`src/rtl/pru_cmd_queue.sv`:
```
// pru_cmd_queue: assembles two-word host commands into a show-ahead FIFO.
//   clk, rst_n          single rising-edge clock, async active-low reset
//   write, data         host word strobe / 32-bit word (word0 then word1)
//   flush               synchronous clear of FIFO and any staged word0
//   ack                 combinational: current word accepted this cycle
//   out_valid/out_ready head command handshake (pop on valid && ready)
//   color..VGA_Read     head command fields/flags, all zero while empty
//   level, full, empty  FIFO occupancy
//   err_timeout         one-cycle pulse when a staged word0 is discarded
// Optional feature macro PRU_CMD_QUEUE_STATS_EN adds cmd_count (pops, wraps)
// and drop_count (timeout discards, saturates); neither is cleared by flush.
module pru_cmd_queue #(
  parameter int unsigned DEPTH   = 4,
  parameter int unsigned TIMEOUT = 255
) (
  input  logic                     clk,
  input  logic                     rst_n,
  input  logic                     write,
  input  logic [31:0]              data,
  input  logic                     flush,
  output logic                     ack,
  output logic                     out_valid,
  input  logic                     out_ready,
  output logic [1:0]               color,
  output logic [9:0]               row,
  output logic [8:0]               col,
  output logic [9:0]               width,
  output logic [8:0]               height_radius,
  output logic [1:0]               shape_select,
  output logic                     start,
  output logic                     subtract,
  output logic                     color_load,
  output logic                     VGA_CTRL_CLK,
  output logic                     VGA_Read,
  output logic [$clog2(DEPTH):0]   level,
  output logic                     full,
  output logic                     empty,
  output logic                     err_timeout
`ifdef PRU_CMD_QUEUE_STATS_EN
  ,
  output logic [15:0]              cmd_count,
  output logic [7:0]               drop_count
`endif
);

  localparam int unsigned AW = $clog2(DEPTH);
  localparam int unsigned LW = AW + 1;
  localparam int unsigned CW = (TIMEOUT > 0) ? $clog2(TIMEOUT + 1) : 1;
  localparam int unsigned EW = 47;  // word1[15:0] above word0[30:0]
  localparam bit          TO_EN = (TIMEOUT > 0);
  localparam logic [CW-1:0] TO_LAST = (TIMEOUT > 0) ? CW'(TIMEOUT - 1) : {CW{1'b0}};
  localparam logic [CW-1:0] CNT_ONE = CW'(1'b1);
  localparam logic [AW-1:0] PTR_ONE = AW'(1'b1);
  localparam logic [LW-1:0] LVL_ONE = LW'(1'b1);
  localparam logic [LW-1:0] LVL_FULL = LW'(DEPTH);

  typedef enum logic [0:0] {ST_IDLE = 1'b0, ST_HALF = 1'b1} state_e;

  state_e          state_q, state_d;
  logic [30:0]     stage_q, stage_d;
  logic [CW-1:0]   cnt_q, cnt_d;
  logic            err_q, err_d;
  logic [AW-1:0]   wr_ptr_q, rd_ptr_q;
  logic [LW-1:0]   level_q;
  logic [EW-1:0]   mem_q [DEPTH];
  logic [EW-1:0]   head_s;
  logic            full_s, empty_s;
  logic            ack_s, load_s, push_s, pop_s, timeout_s;
  logic            unused_data_s;

  assign full_s        = (level_q == LVL_FULL);
  assign empty_s       = (level_q == {LW{1'b0}});
  assign pop_s         = !flush && !empty_s && out_ready;
  assign unused_data_s = data[31];

  // FSM state register
  always_ff @(posedge clk or negedge rst_n) begin
    if (!rst_n) begin
      state_q <= ST_IDLE;
    end else begin
      state_q <= state_d;
    end
  end

  // FSM next state: flush wins, word1 push or timeout returns to IDLE
  always_comb begin
    state_d = state_q;
    if (flush) begin
      state_d = ST_IDLE;
    end else begin
      case (state_q)
        ST_IDLE: state_d = write ? ST_HALF : ST_IDLE;
        ST_HALF: state_d = (push_s || timeout_s) ? ST_IDLE : ST_HALF;
        default: state_d = ST_IDLE;
      endcase
    end
  end

  // FSM outputs: accept strobe, word0 load, command push, timeout discard
  always_comb begin
    ack_s     = 1'b0;
    load_s    = 1'b0;
    push_s    = 1'b0;
    timeout_s = 1'b0;
    if (flush) begin
      ack_s = 1'b0;
    end else begin
      case (state_q)
        ST_IDLE: begin
          ack_s  = write;
          load_s = write;
        end
        ST_HALF: begin
          // A full FIFO refuses word1 even if the head is popped this cycle
          if (write) begin
            ack_s  = !full_s;
            push_s = !full_s;
          end else begin
            timeout_s = TO_EN && (cnt_q == TO_LAST);
          end
        end
        default: ack_s = 1'b0;
      endcase
    end
  end

  // Staging, idle counter and error pulse next-state
  always_comb begin
    stage_d = stage_q;
    cnt_d   = cnt_q;
    err_d   = timeout_s;
    if (flush || timeout_s) begin
      stage_d = 31'd0;
    end else if (load_s) begin
      stage_d = data[30:0];
    end else begin
      stage_d = stage_q;
    end
    if (flush || load_s || push_s || timeout_s) begin
      cnt_d = {CW{1'b0}};
    end else if (TO_EN && (state_q == ST_HALF) && !write) begin
      cnt_d = cnt_q + CNT_ONE;
    end else begin
      cnt_d = cnt_q;
    end
  end

  // Staging, idle counter and error pulse registers
  always_ff @(posedge clk or negedge rst_n) begin
    if (!rst_n) begin
      stage_q <= 31'd0;
      cnt_q   <= {CW{1'b0}};
      err_q   <= 1'b0;
    end else begin
      stage_q <= stage_d;
      cnt_q   <= cnt_d;
      err_q   <= err_d;
    end
  end

  // FIFO pointers, occupancy and storage
  always_ff @(posedge clk or negedge rst_n) begin
    if (!rst_n) begin
      wr_ptr_q <= {AW{1'b0}};
      rd_ptr_q <= {AW{1'b0}};
      level_q  <= {LW{1'b0}};
      for (int i = 0; i < int'(DEPTH); i++) begin
        mem_q[i] <= {EW{1'b0}};
      end
    end else if (flush) begin
      wr_ptr_q <= {AW{1'b0}};
      rd_ptr_q <= {AW{1'b0}};
      level_q  <= {LW{1'b0}};
    end else begin
      if (push_s) begin
        mem_q[wr_ptr_q] <= {data[15:0], stage_q};
        wr_ptr_q        <= wr_ptr_q + PTR_ONE;
      end
      if (pop_s) begin
        rd_ptr_q <= rd_ptr_q + PTR_ONE;
      end
      case ({push_s, pop_s})
        2'b10:   level_q <= level_q + LVL_ONE;
        2'b01:   level_q <= level_q - LVL_ONE;
        default: level_q <= level_q;
      endcase
    end
  end

  // Head fields are forced to zero while the FIFO is empty
  assign head_s = empty_s ? {EW{1'b0}} : mem_q[rd_ptr_q];

  assign ack           = ack_s;
  assign out_valid     = !empty_s;
  assign level         = level_q;
  assign full          = full_s;
  assign empty         = empty_s;
  assign err_timeout   = err_q;
  assign color         = head_s[1:0];
  assign row           = head_s[11:2];
  assign col           = head_s[20:12];
  assign width         = head_s[30:21];
  assign height_radius = head_s[39:31];
  assign shape_select  = head_s[41:40];
  assign start         = head_s[42];
  assign subtract      = head_s[43];
  assign color_load    = head_s[44];
  assign VGA_CTRL_CLK  = head_s[45];
  assign VGA_Read      = head_s[46];

`ifdef PRU_CMD_QUEUE_STATS_EN
  logic [15:0] cmd_cnt_q;
  logic [7:0]  drop_cnt_q;

  // Statistics: pops wrap, timeout drops saturate; flush leaves them alone
  always_ff @(posedge clk or negedge rst_n) begin
    if (!rst_n) begin
      cmd_cnt_q  <= 16'd0;
      drop_cnt_q <= 8'd0;
    end else begin
      if (pop_s) begin
        cmd_cnt_q <= cmd_cnt_q + 16'd1;
      end
      if (timeout_s && (drop_cnt_q != 8'hFF)) begin
        drop_cnt_q <= drop_cnt_q + 8'd1;
      end
    end
  end

  assign cmd_count  = cmd_cnt_q;
  assign drop_count = drop_cnt_q;
`endif

endmodule
```
`config.mk`:
```
export PLATFORM = sky130hd
export DESIGN_NAME = pru_cmd_queue
export DESIGN_NICKNAME = d
export VERILOG_FILES = /design/src/rtl/pru_cmd_queue.sv
export SDC_FILE = /design/constraint.sdc
export NUM_CORES = 1
export LEC_CHECK = 0
export ABC_AREA = 1
export BUFFER_PORTS_ARGS = -buffer_cell sky130_fd_sc_hd__buf_2
export CORE_UTILIZATION = 45
export CTS_BUF_LIST = sky130_fd_sc_hd__clkbuf_16
export CTS_CLUSTER_SIZE = 10
export DETAILED_ROUTE_END_ITERATION = 6
export MAX_ROUTING_LAYER = met4
export PLACE_DENSITY_LB_ADDON = 0.05
export SLEW_MARGIN = 20
export SYNTH_ARGS = -nofsm -noshare
export SYNTH_HDL_FRONTEND = slang
export SYNTH_SLANG_ARGS = --single-unit
```
`constraint.sdc`:
```
create_clock -name clk -period 2.4 [get_ports clk]
set_clock_uncertainty 0.05 [all_clocks]
set_input_delay 0.24 -clock clk [delete_from_list [all_inputs] [get_ports clk]]
set_output_delay 0.24 -clock clk [all_outputs]
set_load 0.02 [all_outputs]
```
After elaboration in Yosys (flattened, before gate mapping)
Cells that the tools add are included.

storage, ports and cells
  word-level logic and storage cells = 78
  output and inout port bits = 55
  input port bits = 37
  bits in registers = 236

cells by class
  order comparisons = 3
  multiplexer cells = 31
  add/subtract/negate cells = 5
  bitwise logic cells = 4
  reductions and logical operators = 20
  equality and inequality tests = 4

operators with widths
  operator                                                     count
  bitwise mux 188 bit                                          1
  2-to-1 mux 47 bit                                            4
  binary-select mux 47 bit (select 2 bit)                      1
  demux 47 bit (select 2 bit)                                  1
  2-to-1 mux 31 bit                                            2
  2-to-1 mux 8 bit                                             2
  2-to-1 mux 1 bit                                             12
  adder 8 x 1 -> 8 bit (second input constant)                 1
  equality test 8 bit (second input constant)                  1
  2-to-1 mux 2 bit                                             4
  nonzero test 2 bit                                           4
  >= comparator 3 bit (second input constant)                  2
  NOT 2 -> 3 bit                                               2
  one-hot mux 3 bit (2 select lines)                           1
  logical OR 1 bit                                             5
  adder 2 x 1 -> 2 bit (second input constant)                 2
  logical AND 1 bit                                            4
  zero test 1 bit                                              4
  one-hot mux 1 bit (2 select lines)                           2
  adder 3 x 1 -> 3 bit (second input constant)                 1
  equality test 3 bit (second input constant)                  1
  zero test 3 bit                                              1
  less-than comparator 3 x 1 -> 1 bit (second input constant)  1
  2-to-1 mux 3 bit                                             1
  other kinds (6)                                              7

Longest topological paths before layout
  word-level depth = 9
  mapped depth = 11
  gate-level depth less buffers = 11

Worst setup path after synthesis
OpenSTA, ideal clock, no wires.

  kind = register -> register
  start point = reg level_q[0], in the netlist level[0]
  end point = reg level_q[2], in the netlist level[2]
  stages on the path, launching flop included = 12
  buffers on the path = 0
  clock period less this slack = 2.113 ns
  setup slack = 0.287 ns
  required time = 2.267 ns
  arrival = 1.980 ns
  cell sequence = dfrtp_1 -> nor2_1 -> nand2_1 -> nand2_1 -> nor2_1 -> nand2_1 -> inv_1 -> fa_1 -> xnor2_1 -> nand3b_1 -> nand2_1 -> o21ai_0

on the way
  elaborated cells on any way between the ends = 16
  those cells by class = add/sub: 2; eq/ne: 3; mux: 5; reduce/logical: 6

RTL lines
  item                                                                        RTL line  source
  from (decl)                                                                 64        logic [LW-1:0] level_q;
  from (signal assigned)                                                      166       level_q <= {LW{1'b0}};
  from (signal assigned)                                                      173       level_q <= {LW{1'b0}};
  from (signal assigned)                                                      183       2'b10: level_q <= level_q + LVL_ONE;
  zero test 3 bit (*)                                                         72        assign empty_s = (level_q == {LW{1'b0}});
  zero test 1 bit (*)                                                         -
  named net out_valid                                                         22        output logic out_valid,
  logical AND 1 bit (*) (2 in series)                                         73        assign pop_s = !flush && !empty_s && out_ready;
  equality test 2 x 1 -> 1 bit / equality test 2 bit (equally long branches)  182       case ({push_s, pop_s})
  one-hot mux 3 bit (2 select lines)                                          182
  2-to-1 mux 3 bit                                                            170       end else if (flush) begin

The timed path passes the listed nets; every way through them passes the cells marked *.
A chain may end at the register's enable or synchronous reset.

Final worst setup path
  start point = reg rd_ptr_q[1]
  end point = out shape_select[0]

on the way
  longest elaborated chain between the ends = 5

RTL lines
  item                                                   RTL line  source
  from (decl)                                            63        logic [AW-1:0] wr_ptr_q, rd_ptr_q;
  from (signal assigned)                                 165       rd_ptr_q <= {AW{1'b0}};
  from (signal assigned)                                 172       rd_ptr_q <= {AW{1'b0}};
  from (signal assigned)                                 180       rd_ptr_q <= rd_ptr_q + PTR_ONE;
  NOT 2 -> 3 bit (not written as such)                   191       assign head_s = empty_s ? {EW{1'b0}} : mem_q[rd_ptr_q];
  binary-select mux 47 bit (select 2 bit)                191
  2-to-1 mux 47 bit (not written as such) (2 in series)  191
  2-to-1 mux 47 bit                                      191
  to (decl)                                              29        output logic [1:0] shape_select,

No other way between the ends. The select of a mux whose other input is x is not followed.

==> load_flow_metrics.sql <==
INSERT INTO impl_metrics (metric_group, metric, value, unit) VALUES
('setup_path', 'timing.critical_path.mode_cell', 'buf_12', ''),
('floorplan', 'core_area', '22800', 'µm²'),
('hold_path', 'min-delay-path-class', 'in -> async', ''),
('logic_synthesis', 'warning_count_from_the_yosys_run', '0', ''),
('clock_tree', 'worst_setup_hold_path_clk_slew', '0.05', 'ns'),
('grt', 'grt_start_max_net_pins', '95', ''),
('power_and_ir_drop', 'power_density', '983', 'nW/µm²'),
('timing', 'slew_headroom', '64.0', '%'),
('setup_path', 'crit_path_max_fanout', '25', ''),
('logic_synthesis', 'post_synth_main_area_contributors', 'dfrtp_1 (56%), o21ai_0 (9.9%), nand2_1 (7.9%), nor2_1 (7.2%), o21ai_1 (5.2%)', ''),
('clock_tree', 'tritoncts', 'done', ''),
('logic_synthesis', 'synth_seq_cells', '236', ''),
('logic_synthesis', 'synth_cells', '1251', ''),
('setup_path', 'critical_path.startpoint_type', 'flop', ''),
('clock_tree', 'cts_buf_count', '28', ''),
('logic_synthesis', 'synth-compound-area-share', '17.9', '%'),
('logic_synthesis', 'syn-cell-area', '10500', 'µm²'),
('setup_path', 'criticalPathCategory', 'reg -> out', ''),
('final_layout', 'layout.core_utilization', '55.3', '%'),
('logic_synthesis', 'synth_xor_xnor_area_share', '0.416', '%'),
('placement', 'dpl.cell_count', '1598', ''),
('final_layout', 'num-nets-final', '1396', ''),
('setup_path', 'worst_r2r_startpoint', 'level[0]$_DFFE_PN0P_', ''),
('setup_path', 'crit_arrival', '2.00', 'ns'),
('logic_synthesis', 'synth.area.mux_share', '0', '%'),
('final_layout', 'diodes', '0', ''),
('detailed_routing', 'vias', '8637', ''),
('final_layout', 'fraction_of_final_layout_cells_with_drive_strength_greater_than_1', '12.5', '%'),
('setup_path', 'worst-path-buf-inv', '4', ''),
('setup_path', 'number_of_logic_stages_on_the_critical_path_including_buffering', '7', ''),
('detailed_routing', 'routed_via_density', '5.15', ''),
('timing', 'report.final.hold_viol_count', '0', ''),
('placement', 'port_buf_inserts', '90', ''),
('grt', 'grt_pass1_vias', '8413', ''),
('detailed_routing', 'wire_per_inst', '16.7', 'µm'),
('placement', 'hpwlAfterDp', '16200', 'µm'),
('final_layout', 'filler_cell_count', '2116', ''),
('setup_path', 'timing.critical_path.slowest_cell_delay', '0.39', 'ns'),
('logic_synthesis', 'synth_top_family_by_area', 'simple AND/OR/NAND/NOR gates', ''),
('final_layout', 'post_layout_nonfiller_instances', '1676', ''),
('setup_path', 'cp_top_family', 'buffers and inverters', ''),
('floorplan', 'ios', '92', ''),
('logic_synthesis', 'synth_simple_gate_area_share', '18.1', '%'),
('timing', 'finalSetupTns', '0', 'ns'),
('placement', 'post_place_worst_slack', '0.274', 'ns'),
('detailed_routing', 'detailedRoute.firstIterationViolations', '410', ''),
('flow_run', 'timing.max_cap.violations', '0', ''),
('timing', 'period_minus_slack', '2.29', 'ns'),
('timing', 'setup_viol_count_final', '0', ''),
('clock_tree', 'cts_sinks', '236', ''),
('detailed_routing', 'detail_route.first_pass.iterations', '5', ''),
('setup_path', 'critPathSlowestCell', 'dfrtp_2', ''),
('clock_tree', 'clock_latency', '0.54', 'ns'),
('timing', 'transition_at_the_pin_with_the_smallest_max_transition_slack', '0.539', 'ns'),
('timing', 'final.setup.worst_slack', '0.105', 'ns'),
('logic_synthesis', 'post_synth_cell_types', '29', ''),
('timing', 'max_freq', '436', 'MHz'),
('placement', 'gp_congestion', '0.798', ''),
('setup_path', 'reg2reg_depth', '11', ''),
('timing', 'final_min_period_over_clock_period', '95.6', '%'),
('power_and_ir_drop', 'vdd.ir_drop.worst', '0.768', 'mV'),
('detailed_routing', 'totalWireLength', '27900', 'µm'),
('setup_path', 'critical_path_end_type', 'output pin', ''),
('setup_path', 'worst-endpoint-required', '2.11', 'ns'),
('logic_synthesis', 'ys_seq_area_share', '56.2', '%'),
('logic_synthesis', 'synthesis.nets', '1295', ''),
('floorplan', 'die_height', '155', 'µm'),
('run_status', 'status', 'complete, no violations', ''),
('setup_path', 'worstSetupStartpoint', 'rd_ptr_q[1]$_DFFE_PN0P_', ''),
('grt', 'grt_overflow_total', '0', ''),
('grt', 'track_usage', '24.8', '%');
## path summary, 6_finish.rpt
kind                                               end  slack (ns)
worst max-delay path                   shape_select[0]        0.11
worst min-delay path             mem_q[11]$_DFFE_PN0P_        0.20
worst max register to register    level[2]$_DFFE_PN0P_        0.26
worst min register to register  mem_q[101]$_DFFE_PN0P_        0.43
max in group asynchronous       mem_q[123]$_DFFE_PN0P_        1.35
min in group clk                mem_q[101]$_DFFE_PN0P_        0.43
## cell families (layout without fill, tap and decap cells)
group / Yosys count / in the layout
AO/OA/AOI/OAI: 373 / 373
XOR/XNOR: 5 / 5
adder cells (fa/ha/maj): 7 / 7
buffers and inverters: 151 / 263
flip-flops: 236 / 236
AND/OR/NAND/NOR: 479 / 479
## flip-flops by register name, summed over array words and instances, names as in the netlist
name,count
mem_q,188
stage_q,31
cnt_q,8
level,3
rd_ptr_q,2
wr_ptr_q,2
err_timeout,1
state_q,1
## cell type report
type	count	area, µm²	share of cell area [%]
Clock buffer	29	726	5.76
Sequential cell	236	5910	46.9
Multi-Input combinational cell	864	3940	31.2
Tap cell	313	392	3.11
Inverter	66	253	2.01
Clock inverter	12	46.3	0.368
Timing Repair Buffer	156	1340	10.6
## cell usage after synthesis
master	n
dfrtp_1	236
nand2_1	222
o21ai_0	208
nor2_1	201
o21ai_1	110
inv_1	65
a21oi_1	52
clkbuf_1	42
nand3_1	39
buf_2	30
buf_6	10
ha_1	6
nand2_2	5
nand4_1	5
xor2_1	3
buf_4	2
nor3_1	2
xnor2_1	2
a21oi_4	1
buf_1	1
fa_1	1
inv_2	1
nand3_2	1
nand3b_1	1
nor2_4	1
nor3b_1	1
o2111ai_1	1
o21ai_2	1
or2_2	1
## metrics by stage
step	hold WS [ns]	total power, mW	area (µm²)
final	0.202	12.4	12600
after global placement	0.172	8.64	11400
after CTS	0.219	12.5	12500
after floorplan	-0.106	7.14	10500
after detailed placement	0.173	8.66	11400
after global routing	0.246	13.1	12600
## cells in the final DEF (no fill, tap or decap), drive strengths merged
| cell type | count |
|---|---|
| nand3b | 1 |
| xor2 | 3 |
| buf | 120 |
| dfrtp | 236 |
| nor3b | 1 |
| nor2 | 202 |
| dlygate4sd3 | 35 |
| a21oi | 53 |
| nand4 | 5 |
| xnor2 | 2 |
| or2 | 1 |
| clkinv | 2 |
| o21ai | 319 |
| nand3 | 40 |
| o2111ai | 1 |
| clkbuf | 30 |
| nor3 | 2 |
| nand2 | 227 |
| ha | 6 |
| fa | 1 |
| inv | 76 |
## metal layers
metal  GRT usage [%]  share of wire [%]
met5               -                  0
met4            6.84                2.6
met3            3.37                4.6
met2            38.3                 45
met1            34.4                 48
## power breakdown
part           total [mW]  internal, mW  switching (mW)
Combinational        4.02          1.37            2.64
Sequential           4.69          4.44           0.252
Clock                3.67          2.12            1.55
## what timing repair did
action | CTS | global route
hold endpoints to repair | 111 | 0
setup endpoints to repair | 34 | 32
hold buffers | 35 | 0
buffers inserted | 0 | 1
gates cloned | 0 | 1
gates resized for setup | 3 | 9
pin swaps | 0 | 1
(Power assumes the default switching activity.)
